**config.mk**
```make
export PLATFORM = sky130hd
export DESIGN_NAME = fifo_wr_arbiter
export DESIGN_NICKNAME = d
export VERILOG_FILES = /design/src/rtl/fifo_arb_pkg.sv /design/src/rtl/fifo_wr_arbiter_rr_pick.sv /design/src/rtl/fifo_wr_arbiter.sv
export SDC_FILE = /design/constraint.sdc
export NUM_CORES = 1
export LEC_CHECK = 0
export ABC_AREA = 1
export CAP_MARGIN = 20
export CORE_UTILIZATION = 34
export DETAILED_ROUTE_END_ITERATION = 12
export PLACE_DENSITY = 0.94
export SETUP_SLACK_MARGIN = 0.2
export SYNTH_ARGS = -nofsm -noshare
export SYNTH_HDL_FRONTEND = slang
export SYNTH_SLANG_ARGS = --single-unit
```
**constraint.sdc**
```tcl
create_clock -name clk_i -period 3.9 [get_ports clk_i]
set_clock_uncertainty 0.1 [all_clocks]
set_input_delay 0.39 -clock clk_i [delete_from_list [all_inputs] [get_ports clk_i]]
set_output_delay 0.39 -clock clk_i [all_outputs]
set_load 0.01 [all_outputs]
```
**src/rtl/fifo_arb_pkg.sv**
```systemverilog
// Shared types and width helpers for the FIFO write-port round-robin arbiter.
package fifo_arb_pkg;

  typedef enum logic [0:0] {
    IDLE  = 1'b0,
    GRANT = 1'b1
  } state_t;

  // Index width for a requester vector of n entries (never narrower than 1 bit)
  function automatic int idx_width(input int n);
    return (n > 1) ? $clog2(n) : 1;
  endfunction

endpackage

```
**src/rtl/fifo_wr_arbiter_rr_pick.sv**
```systemverilog
// Combinational round-robin picker: first set request at or after ptr, wrapping.
module rr_pick
  import fifo_arb_pkg::*;
#(
  parameter int NUM_REQ = 4,
  parameter int IDX_W   = idx_width(NUM_REQ)
) (
  input  logic [NUM_REQ-1:0] req,
  input  logic [IDX_W-1:0]   ptr,
  output logic [NUM_REQ-1:0] grant,
  output logic [IDX_W-1:0]   idx,
  output logic               any_req
);

  logic [IDX_W:0]   cand_s;
  logic [IDX_W-1:0] cand_idx_s;
  logic             found_s;

  // Scan from ptr upward; the extra bit in cand_s lets the wrap work for non-power-of-two counts
  always_comb begin
    grant      = '0;
    idx        = '0;
    found_s    = 1'b0;
    cand_s     = '0;
    cand_idx_s = '0;
    for (int i = 0; i < NUM_REQ; i++) begin
      cand_s = {1'b0, ptr} + (IDX_W+1)'(i);
      if (cand_s >= (IDX_W+1)'(NUM_REQ)) begin
        cand_s = cand_s - (IDX_W+1)'(NUM_REQ);
      end else begin
        cand_s = cand_s;
      end
      cand_idx_s = cand_s[IDX_W-1:0];
      if (!found_s && req[cand_idx_s]) begin
        found_s           = 1'b1;
        idx               = cand_idx_s;
        grant[cand_idx_s] = 1'b1;
      end else begin
        found_s = found_s;
      end
    end
  end

  assign any_req = |req;

endmodule

```
**src/rtl/fifo_wr_arbiter.sv**
```systemverilog
// Round-robin burst arbiter sharing one FIFO write port among NUM_REQ valid/ready requesters.
module fifo_wr_arbiter
  import fifo_arb_pkg::*;
#(
  parameter int NUM_REQ   = 4,
  parameter int DWIDTH    = 32,
  parameter int MAX_BURST = 4
) (
  input  logic                              clk_i,
  input  logic                              arst_i,
  input  logic [NUM_REQ-1:0][DWIDTH-1:0]    req_data_i,
  input  logic [NUM_REQ-1:0]                req_valid_i,
  output logic [NUM_REQ-1:0]                req_ready_o,
  output logic [DWIDTH-1:0]                 fifo_data_o,
  output logic                              fifo_wrreq_o,
  input  logic                              fifo_full_i,
  output logic [NUM_REQ-1:0]                grant_o,
  output logic [$clog2(NUM_REQ)-1:0]        grant_id_o,
  output logic                              busy_o
);

  localparam int IDX_W = idx_width(NUM_REQ);
  localparam int CNT_W = $clog2(MAX_BURST + 1);

  state_t             state_r, state_nx_s;
  logic [IDX_W-1:0]   rr_ptr_r, rr_ptr_nx_s;
  logic [IDX_W-1:0]   grant_id_r, grant_id_nx_s;
  logic [CNT_W-1:0]   burst_cnt_r, burst_cnt_nx_s;
  logic [NUM_REQ-1:0] grant_r, grant_nx_s;
  logic               busy_r, busy_nx_s;

  logic [NUM_REQ-1:0] pick_grant_s;
  logic [IDX_W-1:0]   pick_idx_s;
  logic               pick_any_s;
  logic               g_valid_s;
  logic               beat_s;
  logic [IDX_W-1:0]   next_ptr_s;

  rr_pick #(
    .NUM_REQ (NUM_REQ),
    .IDX_W   (IDX_W)
  ) u_rr_pick (
    .req     (req_valid_i),
    .ptr     (rr_ptr_r),
    .grant   (pick_grant_s),
    .idx     (pick_idx_s),
    .any_req (pick_any_s)
  );

  assign g_valid_s = req_valid_i[grant_id_r];
  assign beat_s    = (state_r == GRANT) && g_valid_s && !fifo_full_i;

  // Handshake and write-port drive; ready follows full combinationally so a full cycle never beats
  always_comb begin
    req_ready_o  = '0;
    fifo_wrreq_o = beat_s;
    fifo_data_o  = req_data_i[grant_id_r];
    if (state_r == GRANT) begin
      req_ready_o[grant_id_r] = !fifo_full_i;
    end else begin
      req_ready_o = '0;
    end
  end

  // Pointer advances past the releasing requester with an explicit wrap
  always_comb begin
    if (grant_id_r == IDX_W'(NUM_REQ - 1)) begin
      next_ptr_s = '0;
    end else begin
      next_ptr_s = grant_id_r + IDX_W'(1);
    end
  end

  // Next-state logic for the IDLE/GRANT burst FSM
  always_comb begin
    state_nx_s     = state_r;
    rr_ptr_nx_s    = rr_ptr_r;
    grant_id_nx_s  = grant_id_r;
    burst_cnt_nx_s = burst_cnt_r;
    grant_nx_s     = grant_r;
    busy_nx_s      = busy_r;
    case (state_r)
      IDLE: begin
        if (pick_any_s) begin
          state_nx_s     = GRANT;
          grant_nx_s     = pick_grant_s;
          grant_id_nx_s  = pick_idx_s;
          burst_cnt_nx_s = '0;
          busy_nx_s      = 1'b1;
        end else begin
          state_nx_s = IDLE;
        end
      end
      GRANT: begin
        if (beat_s) begin
          burst_cnt_nx_s = burst_cnt_r + CNT_W'(1);
        end else begin
          burst_cnt_nx_s = burst_cnt_r;
        end
        // A dropped valid and a final beat in the same cycle collapse into one release
        if (!g_valid_s || (beat_s && (burst_cnt_r == CNT_W'(MAX_BURST - 1)))) begin
          state_nx_s  = IDLE;
          grant_nx_s  = '0;
          busy_nx_s   = 1'b0;
          rr_ptr_nx_s = next_ptr_s;
        end else begin
          state_nx_s = GRANT;
        end
      end
      default: begin
        state_nx_s = IDLE;
        grant_nx_s = '0;
        busy_nx_s  = 1'b0;
      end
    endcase
  end

  // State and registered grant outputs
  always_ff @(posedge clk_i or posedge arst_i) begin
    if (arst_i) begin
      state_r     <= IDLE;
      rr_ptr_r    <= '0;
      grant_id_r  <= '0;
      burst_cnt_r <= '0;
      grant_r     <= '0;
      busy_r      <= 1'b0;
    end else begin
      state_r     <= state_nx_s;
      rr_ptr_r    <= rr_ptr_nx_s;
      grant_id_r  <= grant_id_nx_s;
      burst_cnt_r <= burst_cnt_nx_s;
      grant_r     <= grant_nx_s;
      busy_r      <= busy_nx_s;
    end
  end

  assign grant_o    = grant_r;
  assign grant_id_o = grant_id_r;
  assign busy_o     = busy_r;

endmodule

```
==> metrics.txt <==
# TYPE chip_impl_metric gauge
chip_impl_info{name="outcome",value="finished clean"} 1
chip_impl_info{name="synth_top_area_cell",value="sky130_fd_sc_hd__dfrtp_1"} 1
chip_impl_metric{name="setup_tns",unit="ps"} 0
chip_impl_metric{name="timing.final.max_slew_violations",unit=""} 0
chip_impl_metric{name="cts.clk_slew.worst_paths",unit="ps"} 50
chip_impl_info{name="crit_path_start",value="grant_id_o[0]$_DFFE_PP0P_"} 1
chip_impl_metric{name="antenna_violations_before_repair",unit=""} 1
chip_impl_metric{name="ctsResizeCount",unit=""} 0
chip_impl_info{name="cts_tree",value="done"} 1
chip_impl_metric{name="number_of_top_level_pins",unit=""} 179
chip_impl_metric{name="yosysUniqueCellTypes",unit=""} 28
chip_impl_metric{name="avgRoutedWirePerCell",unit="um"} 15.88
chip_impl_metric{name="layout.core_utilization",unit="%"} 68.65
chip_impl_metric{name="syn-mean-instance-area",unit="um2"} 5.810
chip_impl_metric{name="start_util",unit="%"} 35.74
chip_impl_metric{name="reg2reg_depth",unit=""} 10
chip_impl_metric{name="fp.dieW",unit="um"} 78.78
chip_impl_metric{name="final_layout_size_suffix_gt1_share",unit="%"} 5.697
chip_impl_metric{name="grt_util_all_layers",unit="%"} 29.82
chip_impl_metric{name="syn_inst",unit=""} 345
chip_impl_metric{name="critical_path_required",unit="ps"} 3410
chip_impl_metric{name="drt_wl_total",unit="mm"} 9.225
chip_impl_metric{name="numClockSinks",unit=""} 13
chip_impl_metric{name="grt_first_pass_wirelength",unit="mm"} 14.48
chip_impl_metric{name="finalCriticalPeriod",unit="ps"} 2924
chip_impl_metric{name="ys_ff_latch",unit=""} 13
chip_impl_metric{name="cap_viol_max_count",unit=""} 0
chip_impl_info{name="worstReg2RegEnd",value="grant_id_o[0]$_DFFE_PP0P_"} 1
chip_impl_metric{name="critPathArrivalTime",unit="ps"} 2430
chip_impl_metric{name="clock_tree.htree_level_count",unit=""} 1
chip_impl_metric{name="ys.warnings.count",unit=""} 0
chip_impl_info{name="crit-reg2reg-launch",value="rr_ptr_r[0]$_DFFE_PP0P_"} 1
chip_impl_metric{name="grt_max_degree",unit=""} 70
chip_impl_info{name="grt_setup_unrepaired",value="false"} 1
chip_impl_metric{name="tritoncts.num_buffers",unit=""} 3
chip_impl_metric{name="timing.reg2reg.setup_slack",unit="ps"} 1530
chip_impl_metric{name="netlist_area",unit="um2"} 2004
chip_impl_metric{name="antennaDiodeCount",unit=""} 0
chip_impl_info{name="endpoint_kind",value="output pin"} 1
chip_impl_metric{name="groute.layer.met3.usage",unit="%"} 5.057
chip_impl_info{name="highest_utilization_routing_layer_at_the_global_route_stage",value="met2"} 1
chip_impl_metric{name="finalCritPeriodShare",unit="%"} 74.96
chip_impl_metric{name="worst_slew_pin_slew",unit="ps"} 929.8
chip_impl_metric{name="post-synth-top-area-fraction",unit="%"} 16.23
chip_impl_metric{name="first_global_vias",unit=""} 3013
chip_impl_metric{name="grtUsageMet1",unit="%"} 37.15
chip_impl_metric{name="fp-row-count",unit=""} 27
chip_impl_metric{name="hpwl",unit="mm"} 7.308
chip_impl_metric{name="worst_skew_pair.late_latency",unit="ps"} 250
chip_impl_info{name="post_synth_main_area_contributors",value="sky130_fd_sc_hd__dfrtp_1, sky130_fd_sc_hd__o21ai_0, sky130_fd_sc_hd__nor2_1"} 1
chip_impl_metric{name="timing.fmax",unit="GHz"} 0.3420
chip_impl_metric{name="gp_congestion",unit=""} 0.8953
chip_impl_metric{name="nets",unit=""} 658
chip_impl_metric{name="pwr_total",unit="W"} 0.002597
chip_impl_metric{name="setup_viol_count_final",unit=""} 0
chip_impl_metric{name="via_per_inst",unit=""} 5.315
chip_impl_info{name="critical_path_class",value="reg2out"} 1
chip_impl_metric{name="irDropWorstVdd",unit="uV"} 406.1
chip_impl_info{name="clock-root-buffer",value="sky130_fd_sc_hd__clkbuf_8"} 1
chip_impl_metric{name="detail-route-antenna-nets",unit=""} 0
chip_impl_metric{name="power_density",unit="nW/um2"} 674.6
chip_impl_metric{name="worst-path-max-fanout",unit=""} 47
chip_impl_metric{name="seq_area_frac_synth",unit="%"} 16.23
chip_impl_metric{name="synth_nets",unit=""} 493
chip_impl_metric{name="chipHeight",unit="um"} 78.78
chip_impl_info{name="setup.worst_path.start_class",value="register"} 1
chip_impl_metric{name="grt_remaining_overflow",unit=""} 0
chip_impl_metric{name="max-clock-path-buffers",unit=""} 2
chip_impl_metric{name="drt_iter0_drc",unit=""} 147
chip_impl_info{name="hold_path.class",value="in2async"} 1
chip_impl_metric{name="core-area",unit="um2"} 5608
chip_impl_metric{name="cts_hold_repair_buffers",unit=""} 0
chip_impl_metric{name="post_detailed_route_drc_marker_count",unit=""} 0
chip_impl_metric{name="port_buffers",unit=""} 178
chip_impl_metric{name="detailed_route_via_count",unit=""} 3088
chip_impl_metric{name="die_area",unit="um2"} 6206
chip_impl_metric{name="drt-pass1-iter-count",unit=""} 5
chip_impl_metric{name="finalHoldViolations",unit=""} 0
chip_impl_metric{name="maxSlewHeadroom",unit="%"} 37.94
chip_impl_metric{name="grt_use_met2",unit="%"} 52.09
chip_impl_metric{name="static-leakage-power",unit="nW"} 1.603
chip_impl_metric{name="post_cts.repair.setup_buffers",unit=""} 0
chip_impl_metric{name="synthToLayoutAreaGrowth",unit="%"} 92.07
chip_impl_info{name="crit_end",value="fifo_data_o[29]"} 1
==> worst min-delay path by stage <==
stage,startpoint,endpoint,depth (start not counted)
floorplan,arst_i,burst_cnt_r[0]$_DFFE_PP0P_,1
CTS,grant_o[3]$_DFFE_PP0P_,grant_o[3]$_DFFE_PP0P_,2
detailed placement,grant_o[1]$_DFFE_PP0P_,grant_o[1]$_DFFE_PP0P_,2
finish,arst_i,grant_o[3]$_DFFE_PP0P_,2
global route,grant_o[0]$_DFFE_PP0P_,grant_o[0]$_DFFE_PP0P_,2
global placement,grant_o[3]$_DFFE_PP0P_,grant_o[3]$_DFFE_PP0P_,2
==> critical path, stage by stage (launching register included) <==
cell and delay [ps]:
sky130_fd_sc_hd__dfrtp_2 400, sky130_fd_sc_hd__inv_2 500, sky130_fd_sc_hd__buf_4 370, sky130_fd_sc_hd__o21ai_0 110, sky130_fd_sc_hd__o22ai_1 210, sky130_fd_sc_hd__clkdlybuf4s50_1 580
==> cell usage after synthesis <==
cell / instances
sky130_fd_sc_hd__o21ai_1: 7
sky130_fd_sc_hd__o21ai_0: 65
sky130_fd_sc_hd__a21boi_0: 4
sky130_fd_sc_hd__buf_4: 1
sky130_fd_sc_hd__clkbuf_1: 14
sky130_fd_sc_hd__clkinv_1: 1
sky130_fd_sc_hd__buf_1: 1
sky130_fd_sc_hd__nand4_1: 2
sky130_fd_sc_hd__nand2_1: 50
sky130_fd_sc_hd__nand2_2: 5
sky130_fd_sc_hd__nand3_2: 1
sky130_fd_sc_hd__nor2_8: 1
sky130_fd_sc_hd__a21oi_1: 5
sky130_fd_sc_hd__inv_2: 9
sky130_fd_sc_hd__nand2_4: 1
sky130_fd_sc_hd__o21a_1: 1
sky130_fd_sc_hd__o21ai_2: 1
sky130_fd_sc_hd__nand3_1: 25
sky130_fd_sc_hd__nor2_1: 72
sky130_fd_sc_hd__buf_2: 4
sky130_fd_sc_hd__nand3_4: 1
sky130_fd_sc_hd__nor2_2: 1
sky130_fd_sc_hd__dfrtp_1: 13
sky130_fd_sc_hd__buf_6: 1
sky130_fd_sc_hd__o22ai_1: 32
sky130_fd_sc_hd__nor2_4: 1
sky130_fd_sc_hd__inv_1: 13
sky130_fd_sc_hd__ha_1: 13
==> report_power, final <==
part / total, W / switching (W) / internal (W)
clock: 0.000124 / 0.0000512 / 0.0000725
sequential: 0.000251 / 0.0000605 / 0.000190
combinational: 0.00222 / 0.00124 / 0.000987
total: 0.00260 / 0.00135 / 0.00125
==> metal layers <==
layer	wire (um)	share of wire, %	up-vias
met5	14	0.15	-
met4	234	2.5	2
met3	766	8.3	27
met2	4409	48	177
met1	3801	41	1375
li1	-	-	1507
==> area by class of cell <==
type	count	area, um2
Multi-Input combinational cell	288	1498
Inverter	23	86.33
Sequential cell	13	326.6
Tap cell	72	90.09
Timing Repair Buffer	181	1804
Clock buffer	4	45.04
Fill cell	479	1758
==> cells in the final DEF (no fill, tap or decap), types with 3 or more instances in the layout <==
| master | instances |
|---|---|
| sky130_fd_sc_hd__nor2_1 | 72 |
| sky130_fd_sc_hd__a21boi_0 | 4 |
| sky130_fd_sc_hd__o22ai_1 | 32 |
| sky130_fd_sc_hd__o21ai_1 | 7 |
| sky130_fd_sc_hd__nand3_1 | 25 |
| sky130_fd_sc_hd__nand2_2 | 5 |
| sky130_fd_sc_hd__clkbuf_8 | 3 |
| sky130_fd_sc_hd__inv_2 | 10 |
| sky130_fd_sc_hd__ha_1 | 13 |
| sky130_fd_sc_hd__inv_1 | 12 |
| sky130_fd_sc_hd__buf_4 | 3 |
| sky130_fd_sc_hd__nand2_1 | 50 |
| sky130_fd_sc_hd__o21ai_0 | 65 |
| sky130_fd_sc_hd__dfrtp_1 | 12 |
| sky130_fd_sc_hd__a21oi_1 | 5 |
| sky130_fd_sc_hd__clkdlybuf4s50_1 | 178 |
==> metrics by stage <==
step                instances  setup WS, ps  hold slack (ps)  area (um2)
floorplan                 345          2089            167.0        2004
finish                    581         976.4            367.7        3850
CTS                       581         997.7            383.3        3850
global route              581         802.7            400.6        3850
detailed placement        577          1281            372.4        3805
global placement          577          1328            364.4        3805
==> cells by family after synthesis <==
group	Yosys count	synth area share [%]
buffers and inverters	44	9.051
adder cells (fa/ha/maj)	13	8.115
flip-flops	13	16.23
AND/OR/NAND/NOR	160	35.08
AO/OA/AOI/OAI	115	31.52
==> sequential cells by signal, indices dropped and copies added (netlist names) <==
name	count
burst_cnt_r	3
grant_id_o	2
rr_ptr_r	2
state_r	1
busy_o	1
grant_o	4
Power figures use the tool's default switching activity.
